File: src/rtl/interboard_pkg.sv
// Shared definitions for the interboard link, used by both the transmitter and
// this receiver: message-type codes, field widths, beat count and the packed
// layout of the 24-bit packet word.
package interboard_pkg;

    localparam int BEATS  = 4;
    localparam int BEAT_W = 6;
    localparam int WORD_W = BEATS * BEAT_W;

    localparam int MSG_W  = 4;
    localparam int BX_W   = 5;
    localparam int BY_W   = 3;
    localparam int CARD_W = 6;
    localparam int SEL_W  = 3;
    localparam int DIR_W  = 1;
    localparam int PAD_W  = 2;

    // Message types carried in msg_type
    localparam logic [MSG_W-1:0] MSG_NONE    = 4'd0;
    localparam logic [MSG_W-1:0] MSG_SELECT  = 4'd1;
    localparam logic [MSG_W-1:0] MSG_MOVE    = 4'd2;
    localparam logic [MSG_W-1:0] MSG_PLACE   = 4'd3;
    localparam logic [MSG_W-1:0] MSG_DRAW    = 4'd4;
    localparam logic [MSG_W-1:0] MSG_DISCARD = 4'd5;
    localparam logic [MSG_W-1:0] MSG_UNDO    = 4'd6;
    localparam logic [MSG_W-1:0] MSG_WIN     = 4'd7;
    localparam logic [MSG_W-1:0] MSG_RESET   = 4'd8;

    // Packet word, MSB first; beat k carries bits [23-6k -: 6]
    typedef struct packed {
        logic [MSG_W-1:0]  msg_type;
        logic [BX_W-1:0]   block_x;
        logic [BY_W-1:0]   block_y;
        logic [CARD_W-1:0] card;
        logic [SEL_W-1:0]  sel_len;
        logic [DIR_W-1:0]  move_dir;
        logic [PAD_W-1:0]  pad;
    } ib_word_t;

    // Decoded fields presented to the rest of the board (pad is not exported)
    typedef struct packed {
        logic [MSG_W-1:0]  msg_type;
        logic [BX_W-1:0]   block_x;
        logic [BY_W-1:0]   block_y;
        logic [CARD_W-1:0] card;
        logic [SEL_W-1:0]  sel_len;
        logic [DIR_W-1:0]  move_dir;
    } ib_fields_t;

    typedef enum logic [1:0] {
        ST_IDLE,
        ST_WAIT_HI,
        ST_WAIT_LO,
        ST_EMIT
    } rx_state_e;

    // Even parity over the whole word: pad[0] is chosen so the XOR is zero
    function automatic logic word_parity_ok(input logic [WORD_W-1:0] w);
        return ~(^w);
    endfunction

endpackage

File: src/rtl/interboard_sync.sv
// Multi-flop synchronizer bringing the peer's asynchronous request into clk.
module interboard_sync #(
    parameter int SYNC_STAGES = 2
) (
    input  logic clk,
    input  logic rst,
    input  logic async_i,
    output logic sync_o
);

    logic [SYNC_STAGES-1:0] sync_q;

    // Shift the asynchronous level through the flop chain
    always_ff @(posedge clk or posedge rst) begin
        if (rst) begin
            sync_q <= '0;
        end else begin
            // NOTE: non-blocking assignments let every stage sample the previous stage's old value, forming a true chain.
            sync_q[0] <= async_i;
            for (int i = 1; i < SYNC_STAGES; i++) begin
                sync_q[i] <= sync_q[i-1];
            end
        end
    end

    assign sync_o = sync_q[SYNC_STAGES-1];

endmodule

File: src/rtl/interboard_rx.sv
// Interboard receiver: four-phase Request/Ack handshake collecting four 6-bit
// beats into a 24-bit word, then decoding it into message fields.
// Optional feature: define INTERBOARD_PARITY_EN to reject words whose XOR is 1.
module interboard_rx
    import interboard_pkg::*;
#(
    parameter int TIMEOUT_CYC = 1_000_000,
    parameter int SYNC_STAGES = 2
) (
    input  logic              clk,
    input  logic              rst,
    input  logic              Request_in,
    input  logic [BEAT_W-1:0] interboard_data_in,
    output logic              Ack_out,
    output logic              interboard_en,
    output logic [MSG_W-1:0]  interboard_msg_type,
    output logic [BX_W-1:0]   interboard_block_x,
    output logic [BY_W-1:0]   interboard_block_y,
    output logic [CARD_W-1:0] interboard_card,
    output logic [SEL_W-1:0]  interboard_sel_len,
    output logic              interboard_move_dir,
    output logic              rx_busy,
    output logic              rx_err
);

    localparam int TO_W = (TIMEOUT_CYC > 2) ? $clog2(TIMEOUT_CYC) : 1;
    localparam logic [TO_W-1:0] TO_LAST = TO_W'(TIMEOUT_CYC - 1);

    logic        req_s;
    rx_state_e   state_q;
    logic        ack_q;
    logic        en_q;
    logic        err_q;
    logic        block_q;      // set after a timeout until req_s is seen low
    logic [1:0]  beat_cnt_q;
    logic [TO_W-1:0]   to_cnt_q;
    logic [WORD_W-1:0] shift_q;
    ib_fields_t  fields_q;
    ib_word_t    word;
    logic        word_ok;
    logic        handshake;
    logic        timeout_hit;

    interboard_sync #(.SYNC_STAGES(SYNC_STAGES)) u_sync (
        .clk     (clk),
        .rst     (rst),
        .async_i (Request_in),
        .sync_o  (req_s)
    );

    assign word = ib_word_t'(shift_q);

`ifdef INTERBOARD_PARITY_EN
    assign word_ok = word_parity_ok(shift_q);
`else
    assign word_ok = 1'b1;
`endif

    // The handshake edge the current wait state is looking for
    assign handshake   = (state_q == ST_WAIT_HI &&  req_s) ||
                         (state_q == ST_WAIT_LO && !req_s);
    assign timeout_hit = (state_q == ST_WAIT_HI || state_q == ST_WAIT_LO) &&
                         !handshake && (to_cnt_q == TO_LAST);

    // Handshake FSM with beat collection, timeout abort and decode
    always_ff @(posedge clk or posedge rst) begin
        if (rst) begin
            state_q    <= ST_IDLE;
            ack_q      <= 1'b0;
            en_q       <= 1'b0;
            err_q      <= 1'b0;
            block_q    <= 1'b0;
            beat_cnt_q <= '0;
            to_cnt_q   <= '0;
            shift_q    <= '0;
            fields_q   <= '0;
        end else begin
            en_q  <= 1'b0;
            err_q <= 1'b0;
            if (!req_s) begin
                block_q <= 1'b0;
            end

            if (timeout_hit) begin
                // Drop the partial packet; a still-high request must fall first
                err_q      <= 1'b1;
                ack_q      <= 1'b0;
                beat_cnt_q <= '0;
                to_cnt_q   <= '0;
                block_q    <= req_s;
                state_q    <= ST_IDLE;
            end else begin
                case (state_q)
                    ST_IDLE, ST_WAIT_HI: begin
                        if (req_s && !block_q) begin
                            shift_q    <= {shift_q[WORD_W-BEAT_W-1:0], interboard_data_in};
                            ack_q      <= 1'b1;
                            beat_cnt_q <= beat_cnt_q + 2'd1;
                            to_cnt_q   <= '0;
                            state_q    <= ST_WAIT_LO;
                        end else if (state_q == ST_WAIT_HI) begin
                            to_cnt_q <= to_cnt_q + TO_W'(1);
                        end
                    end
                    ST_WAIT_LO: begin
                        if (!req_s) begin
                            ack_q    <= 1'b0;
                            to_cnt_q <= '0;
                            if (beat_cnt_q == 2'd0) begin
                                // Decode is registered here so it lines up with EMIT
                                state_q <= ST_EMIT;
                                if (word_ok) begin
                                    en_q     <= 1'b1;
                                    fields_q <= '{msg_type: word.msg_type,
                                                  block_x:  word.block_x,
                                                  block_y:  word.block_y,
                                                  card:     word.card,
                                                  sel_len:  word.sel_len,
                                                  move_dir: word.move_dir};
                                end else begin
                                    err_q <= 1'b1;
                                end
                            end else begin
                                state_q <= ST_WAIT_HI;
                            end
                        end else begin
                            to_cnt_q <= to_cnt_q + TO_W'(1);
                        end
                    end
                    default: begin
                        to_cnt_q <= '0;
                        state_q  <= ST_IDLE;
                    end
                endcase
            end
        end
    end

    assign Ack_out             = ack_q;
    assign interboard_en       = en_q;
    assign rx_err              = err_q;
    assign rx_busy             = (state_q != ST_IDLE) || ack_q;
    assign interboard_msg_type = fields_q.msg_type;
    assign interboard_block_x  = fields_q.block_x;
    assign interboard_block_y  = fields_q.block_y;
    assign interboard_card     = fields_q.card;
    assign interboard_sel_len  = fields_q.sel_len;
    assign interboard_move_dir = fields_q.move_dir;

endmodule

File: config.mk
export PLATFORM = sky130hd
export DESIGN_NAME = interboard_rx
export DESIGN_NICKNAME = d
export VERILOG_FILES = /design/src/rtl/interboard_pkg.sv /design/src/rtl/interboard_sync.sv /design/src/rtl/interboard_rx.sv
export SDC_FILE = /design/constraint.sdc
export NUM_CORES = 1
export LEC_CHECK = 0
export BUFFER_PORTS_ARGS = -buffer_cell sky130_fd_sc_hd__buf_2
export CELL_PAD_IN_SITES_DETAIL_PLACEMENT = 1
export CELL_PAD_IN_SITES_GLOBAL_PLACEMENT = 2
export CORE_AREA = 5 5 108 110
export DETAILED_ROUTE_END_ITERATION = 10
export DIE_AREA = 0 0 113 115
export PLACE_DENSITY_LB_ADDON = 0.1
export SLEW_MARGIN = 25
export SYNTH_ARGS = -nofsm -noshare
export SYNTH_HDL_FRONTEND = slang
export SYNTH_HIERARCHICAL = 1
export SYNTH_SLANG_ARGS = --single-unit
File: constraint.sdc
create_clock -name clk -period 2.1 [get_ports clk]
set_input_delay 0.42 -clock clk [delete_from_list [all_inputs] [get_ports clk]]
set_output_delay 0.42 -clock clk [all_outputs]
set_load 0.02 [all_outputs]
Word level (Yosys, flattened, before mapping):

Cells that the tools add are included.
W data, S select, Z words.

* bits in registers: 76

* add/subtract/negate cells: 2
* eq/ne operators: 7
* multiplexer cells: 23
* bitwise logic cells: 2
* reduce and logical (&&, ||, !) cells: 23

Operators with widths (number)
* $mux W20: 4
* $pmux W20 S2: 1
* $add A20 B1 Y20 const B: 1
* $eq A20 B20 Y1 const B: 1
* $mux W2: 7
* $mux W1: 9
* $ne A3 B3 Y1 const B: 2
* $reduce_and A3 Y1: 2
* $reduce_bool A2 Y1: 3
* $logic_and A1 B1 Y1: 5
* $logic_not A2 Y1: 2
* $ne A4 B4 Y1 const B: 1
* $pmux W2 S2: 1
* $reduce_and A2 Y1: 2
* $reduce_and A4 Y1: 1
* $logic_not A1 Y1: 3
* $logic_or A1 B1 Y1: 3
* $reduce_bool A3 Y1: 1
* $add A2 B1 Y2 const B: 1
* $eq A2 B1 Y1 const B: 1
* $eq A2 B2 Y1 const B: 1
* $ne A2 B2 Y1 const B: 1
* $not A1 Y1: 2
* $pmux W1 S2: 1
* $reduce_or A2 Y1: 1

Logic depth before layout (Yosys ltp):

* word-level depth: 8
* mapped depth: 9
* mapped depth without buffers: 7

Cells and area by module:

The synthesis kept the hierarchy.

By module, submodules not included
* interboard_rx: instances 1, cells an instance 339, area an instance 3553.4 µm², sequential area each 1851.8 µm²
* interboard_sync: instances 1, cells an instance 3, area an instance 53.8 µm², sequential area each 50.0 µm²

Worst setup path after synthesis:

No wires, ideal clock.

* path type: reg2reg
* from: register state_q[0]
* to: register shift_q[0]
* library setup time: 0.125 ns
* arrival: 2.130 ns
* slack: -0.155 ns
* stages on the path, launching flop included: 9
* clock period less this slack: 2.255 ns
* cell sequence: dfrtp_1 > inv_1 > ha_1 > or4b_4 > nor4_4 > nand4_4 > nand2_4 > buf_12 > mux2_4

* word-level cells in the longest chain between the ends: 8
* elaborated cells on any way between the ends: 13

Ends and longest elaborated chain
* from (decl): RTL line interboard_rx.sv:30 `rx_state_e state_q;`
* from (signal assigned): RTL line interboard_rx.sv:68 `state_q <= ST_IDLE;`
* from (signal assigned): RTL line interboard_rx.sv:91 `state_q <= ST_IDLE;`
* from (signal assigned): RTL line interboard_rx.sv:100 `state_q <= ST_WAIT_LO;`
* $eq A2 B1 Y1 / $eq A2 B2 Y1 (equally long branches)
* $logic_and A1 B1 Y1 (on tied branches): RTL line interboard_rx.sv:60, interboard_rx.sv:61
* $logic_or A1 B1 Y1: RTL line interboard_rx.sv:60 `assign handshake = (state_q == ST_WAIT_HI && req_s) ||`
* $logic_not A1 Y1: RTL line interboard_rx.sv:63 `!handshake && (to_cnt_q == TO_LAST);`
* $logic_and A1 B1 Y1: RTL line interboard_rx.sv:62 `assign timeout_hit = (state_q == ST_WAIT_HI || state_q == ST_WAIT_LO) &&`
* $logic_and A1 B1 Y1: RTL line interboard_rx.sv:63
* $not A1 Y1 (no source line)
* $reduce_and A3 Y1 (no source line) *
* to (signal assigned): RTL line interboard_rx.sv:96 `shift_q <= {shift_q[WORD_W-BEAT_W-1:0], interboard_data_in};`
* to (decl): RTL line interboard_rx.sv:37 `logic [WORD_W-1:0] shift_q;`

Mark *: on every way between the ends. The rest lies on a longest branch, timed or not.
A chain may end at the register's enable or synchronous reset.

Final worst setup path:

* from: register state_q[0]
* to: register shift_q[10]

The elaborated chain is that of the path after synthesis.

==> key figures <==
Power
  – Final Power: 6.00 mW
  – PD cells: 1330 nW/um^2
  – Lkg Pwr: 2.20 nW
  – Max IR drop VDD: 0.417 mV

Logic synthesis
  – Mux share of post-synthesis cell area: 0.101
  – Post-Syn Area: 3610 sq um
  – Syn_area_per_cell: 10.5 sq um
  – Asr flop ratio synth: 1.00
  – Post-synthesis compound-gate area fraction: 0.0812
  – Simple-Gate Fraction of Synth Area: 0.227
  – Top FF cell, synth: dfrtp_1
  – EDFF count, synth: 0
  – Synth Area in XOR/XNOR: 0.00243
  – Ys Warns: 6
  – Syn Nets: 357
  – Cell variety after synth: 49
  – Main combinational cell family by area after synthesis: simple AND/OR/NAND/NOR gates
  – Share of the synthesized area in the top cell type: 0.527
  – Mapped Cells: 342
  – Seq/Total Area, Yosys: 0.527
  – Synth top area cells: dfrtp_1 53%, nand2_1 8.7%, mux2_4 8.3%
  – Post-synth top area cell: dfrtp_1
  – #FFs+latches synth: 76
  – Synth Area in Adders: 0.0208

Layout
  – Layout area overhead: 25.5%
  – Final Util: 0.427
  – Final instance area: 4530 sq um
  – Non-filler cells, final: 566
  – Final #Nets: 437
  – Share of layout cells above drive strength 1: 0.331
  – # diodes: 0

Placed design
  – DP Worst Slack: -0.242 ns
  – Number of port buffers: 34
  – GPL Wtd Cong: 0.792
  – Post-Place Cell Area: 4210 sq um
  – Hpwl dp: 6480 um
  – Dpl cells: 542

Floorplanning
  – Die X: 113 um
  – Cell Rows: 38
  – Die area: 13,000 sq um
  – Die Y: 115 um
  – Initial Util: 0.340
  – Core area: 10,600 sq um
  – Io pins: 35

CTS
  – Worst-path clk slew: 0.08 ns
  – Root Buffer Master: clkbuf_8
  – Num CTS Buffers: 9
  – CTS Sinks: 76
  – CTS tree: yes
  – Skew-Pair Late Insertion Delay: 0.35 ns
  – H-tree depth: 3
  – Clock buffer depth: 2

STA
  – Slew @ Worst Pin: 0.414 ns
  – RSZ-0062 raised after global routing: true
  – Min Tclk post-route: 2.27 ns
  – Setup Viol. Count Final: 32
  – Fmax: 440 MHz
  – Final Hold Fails: 0
  – Hold slack final: 0.183 ns
  – Final period util: 1.08
  – Pins Over Slew Limit: 0
  – TNS Setup: -4.01 ns
  – Fin Clk Skew: 0.0102 ns
  – Worst setup margin: -0.173 ns
  – Slew margin rel.: 0.722

Worst setup path
  – Setup Crit Path Kind: reg -> reg
  – CP startpoint kind: flip-flop
  – Critical Path AT: 2.50 ns
  – Critical Path End Type: flip-flop
  – CP Max Fanout: 9
  – Required @ worst endpoint: 2.33 ns

Global routing
  – Largest net degree at the start of global routing: 53
  – Initial antenna violation count: 0
  – Vias in the first global route: 3,191
  – Overall routing resource usage: 0.152
  – First-pass GRT wire length: 15,800 um
  – Grt ovf: 0

Route
  – Starting DRT DRC Count: 181
  – Routed wire length: 9150 um
  – Wire per inst: 16.2 um
  – # DRC: 0
  – Drt first pass iters: 4
  – Vias: 2,824
  – Drt via density: 4.99
  – Remaining antenna violation count: 0

Min path
  – Hold Path Class: in -> reg

Outcome
  – Failing checks: setup timing
  – Status: finished, violations left

Job
  – Max cap viols: 0
==> Yosys cell counts, drive strengths merged (3+ instances only) <==
cell type  count
o21ai         15
ha             6
and3           3
nand2         85
a21oi         11
clkbuf        12
a311oi         3
buf            5
dfrtp         76
nand4          6
nand3b         4
nand3         17
nor2          16
inv            9
mux2          24
nor3          11
nor4           4
o31ai          7
==> layout make-up <==
cell class | instances | area [sq um]
fill | 1203 | 6080
sequential | 76 | 1900
multi-input combinational | 240 | 1610
timing repair buffer | 86 | 608
tap | 140 | 175
clock buffer | 11 | 141
clock inverter | 4 | 50.0
inverter | 9 | 37.5
==> state kept, by name, indices dropped and copies added, names as in the netlist <==
signal,flops
shift_q,24
to_cnt_q,20
interboard_card,6
interboard_block_x,5
interboard_msg_type,4
interboard_block_y,3
interboard_sel_len,3
beat_cnt_q,2
state_q,2
u_sync/sync_q,2
Ack_out,1
block_q,1
interboard_en,1
interboard_move_dir,1
rx_err,1
==> cells in the final DEF (no fill, tap or decap), drive strengths merged, types with 3 or more instances in the layout <==
| cell type | count |
|---|---|
| nand2 | 85 |
| buf | 85 |
| dfrtp | 76 |
| mux2 | 24 |
| nand3 | 17 |
| nor2 | 16 |
| o21ai | 15 |
| a21oi | 11 |
| nor3 | 11 |
| clkbuf | 11 |
| inv | 8 |
| o31ai | 7 |
| nand4 | 6 |
| ha | 6 |
| nand3b | 4 |
| nor4 | 4 |
| a311oi | 3 |
| and3 | 3 |
| clkinvlp | 3 |
==> worst max-delay path: stages, from the launching register on <==
cell,delay [ns]
dfrtp_1,0.37
inv_2,0.06
ha_4,0.25
or4b_4,0.46
nor4_4,0.23
nand4_4,0.18
nand2_8,0.16
buf_12,0.15
mux2_4,0.30
==> power breakdown <==
part	internal (mW)	total [mW]	switching, mW	leakage [nW]
combinational	1.28	2.58	1.30	1.15
sequential	1.96	2.29	0.331	0.966
clock	0.574	1.12	0.550	0.0914
total	3.81	6.00	2.18	2.20
==> layer usage <==
layer,GRT usage,vias to the layer above,wire [um]
met4,0.0657,0,128
li1,-,1346,-
met5,0,-,0
met1,0.202,1434,4440
met2,0.246,33,4350
met3,0.0253,11,229
==> repair_timing <==
item,in CTS,in global routing
cloned,0,0
setup buffers,5,3
setup endpoints to repair,24,43
pin swaps,0,2
hold endpoints to repair,2,0
resized for setup,7,8
hold buffers,1,0
==> kinds of logic (layout without fill, tap and decap cells) <==
group                      after synthesis  count (layout)
and+or+nand+nor                        160             160
DFF                                     76              76
adders and majority gates                6               6
xor gates and xnor gates                 1               1
buffers and inverters                   26             110
AOI/OAI and AO/OA                       47              47
muxes                                   26              26
==> worst paths after layout <==
| path | from | to | slack, ns | cells after the start |
|---|---|---|---|---|
| max | state_q[0]$_DFFE_PP0P_ | shift_q[10]$_DFFE_PP0P_ | -0.17 | 8 |
| min | Request_in | u_sync/sync_q[0]$_DFF_PP0_ | 0.18 | 1 |
| max reg2reg | state_q[0]$_DFFE_PP0P_ | shift_q[10]$_DFFE_PP0P_ | -0.17 | 8 |
| max in group asynchronous | rst | to_cnt_q[11]$_DFFE_PP0P_ | 1.13 | 4 |
| min reg2reg | u_sync/sync_q[0]$_DFF_PP0_ | u_sync/sync_q[1]$_DFF_PP0_ | 0.36 | 0 |
| min in group asynchronous | rst | u_sync/sync_q[0]$_DFF_PP0_ | 0.49 | 3 |
Note: power is estimated with default switching activity, not from simulation.
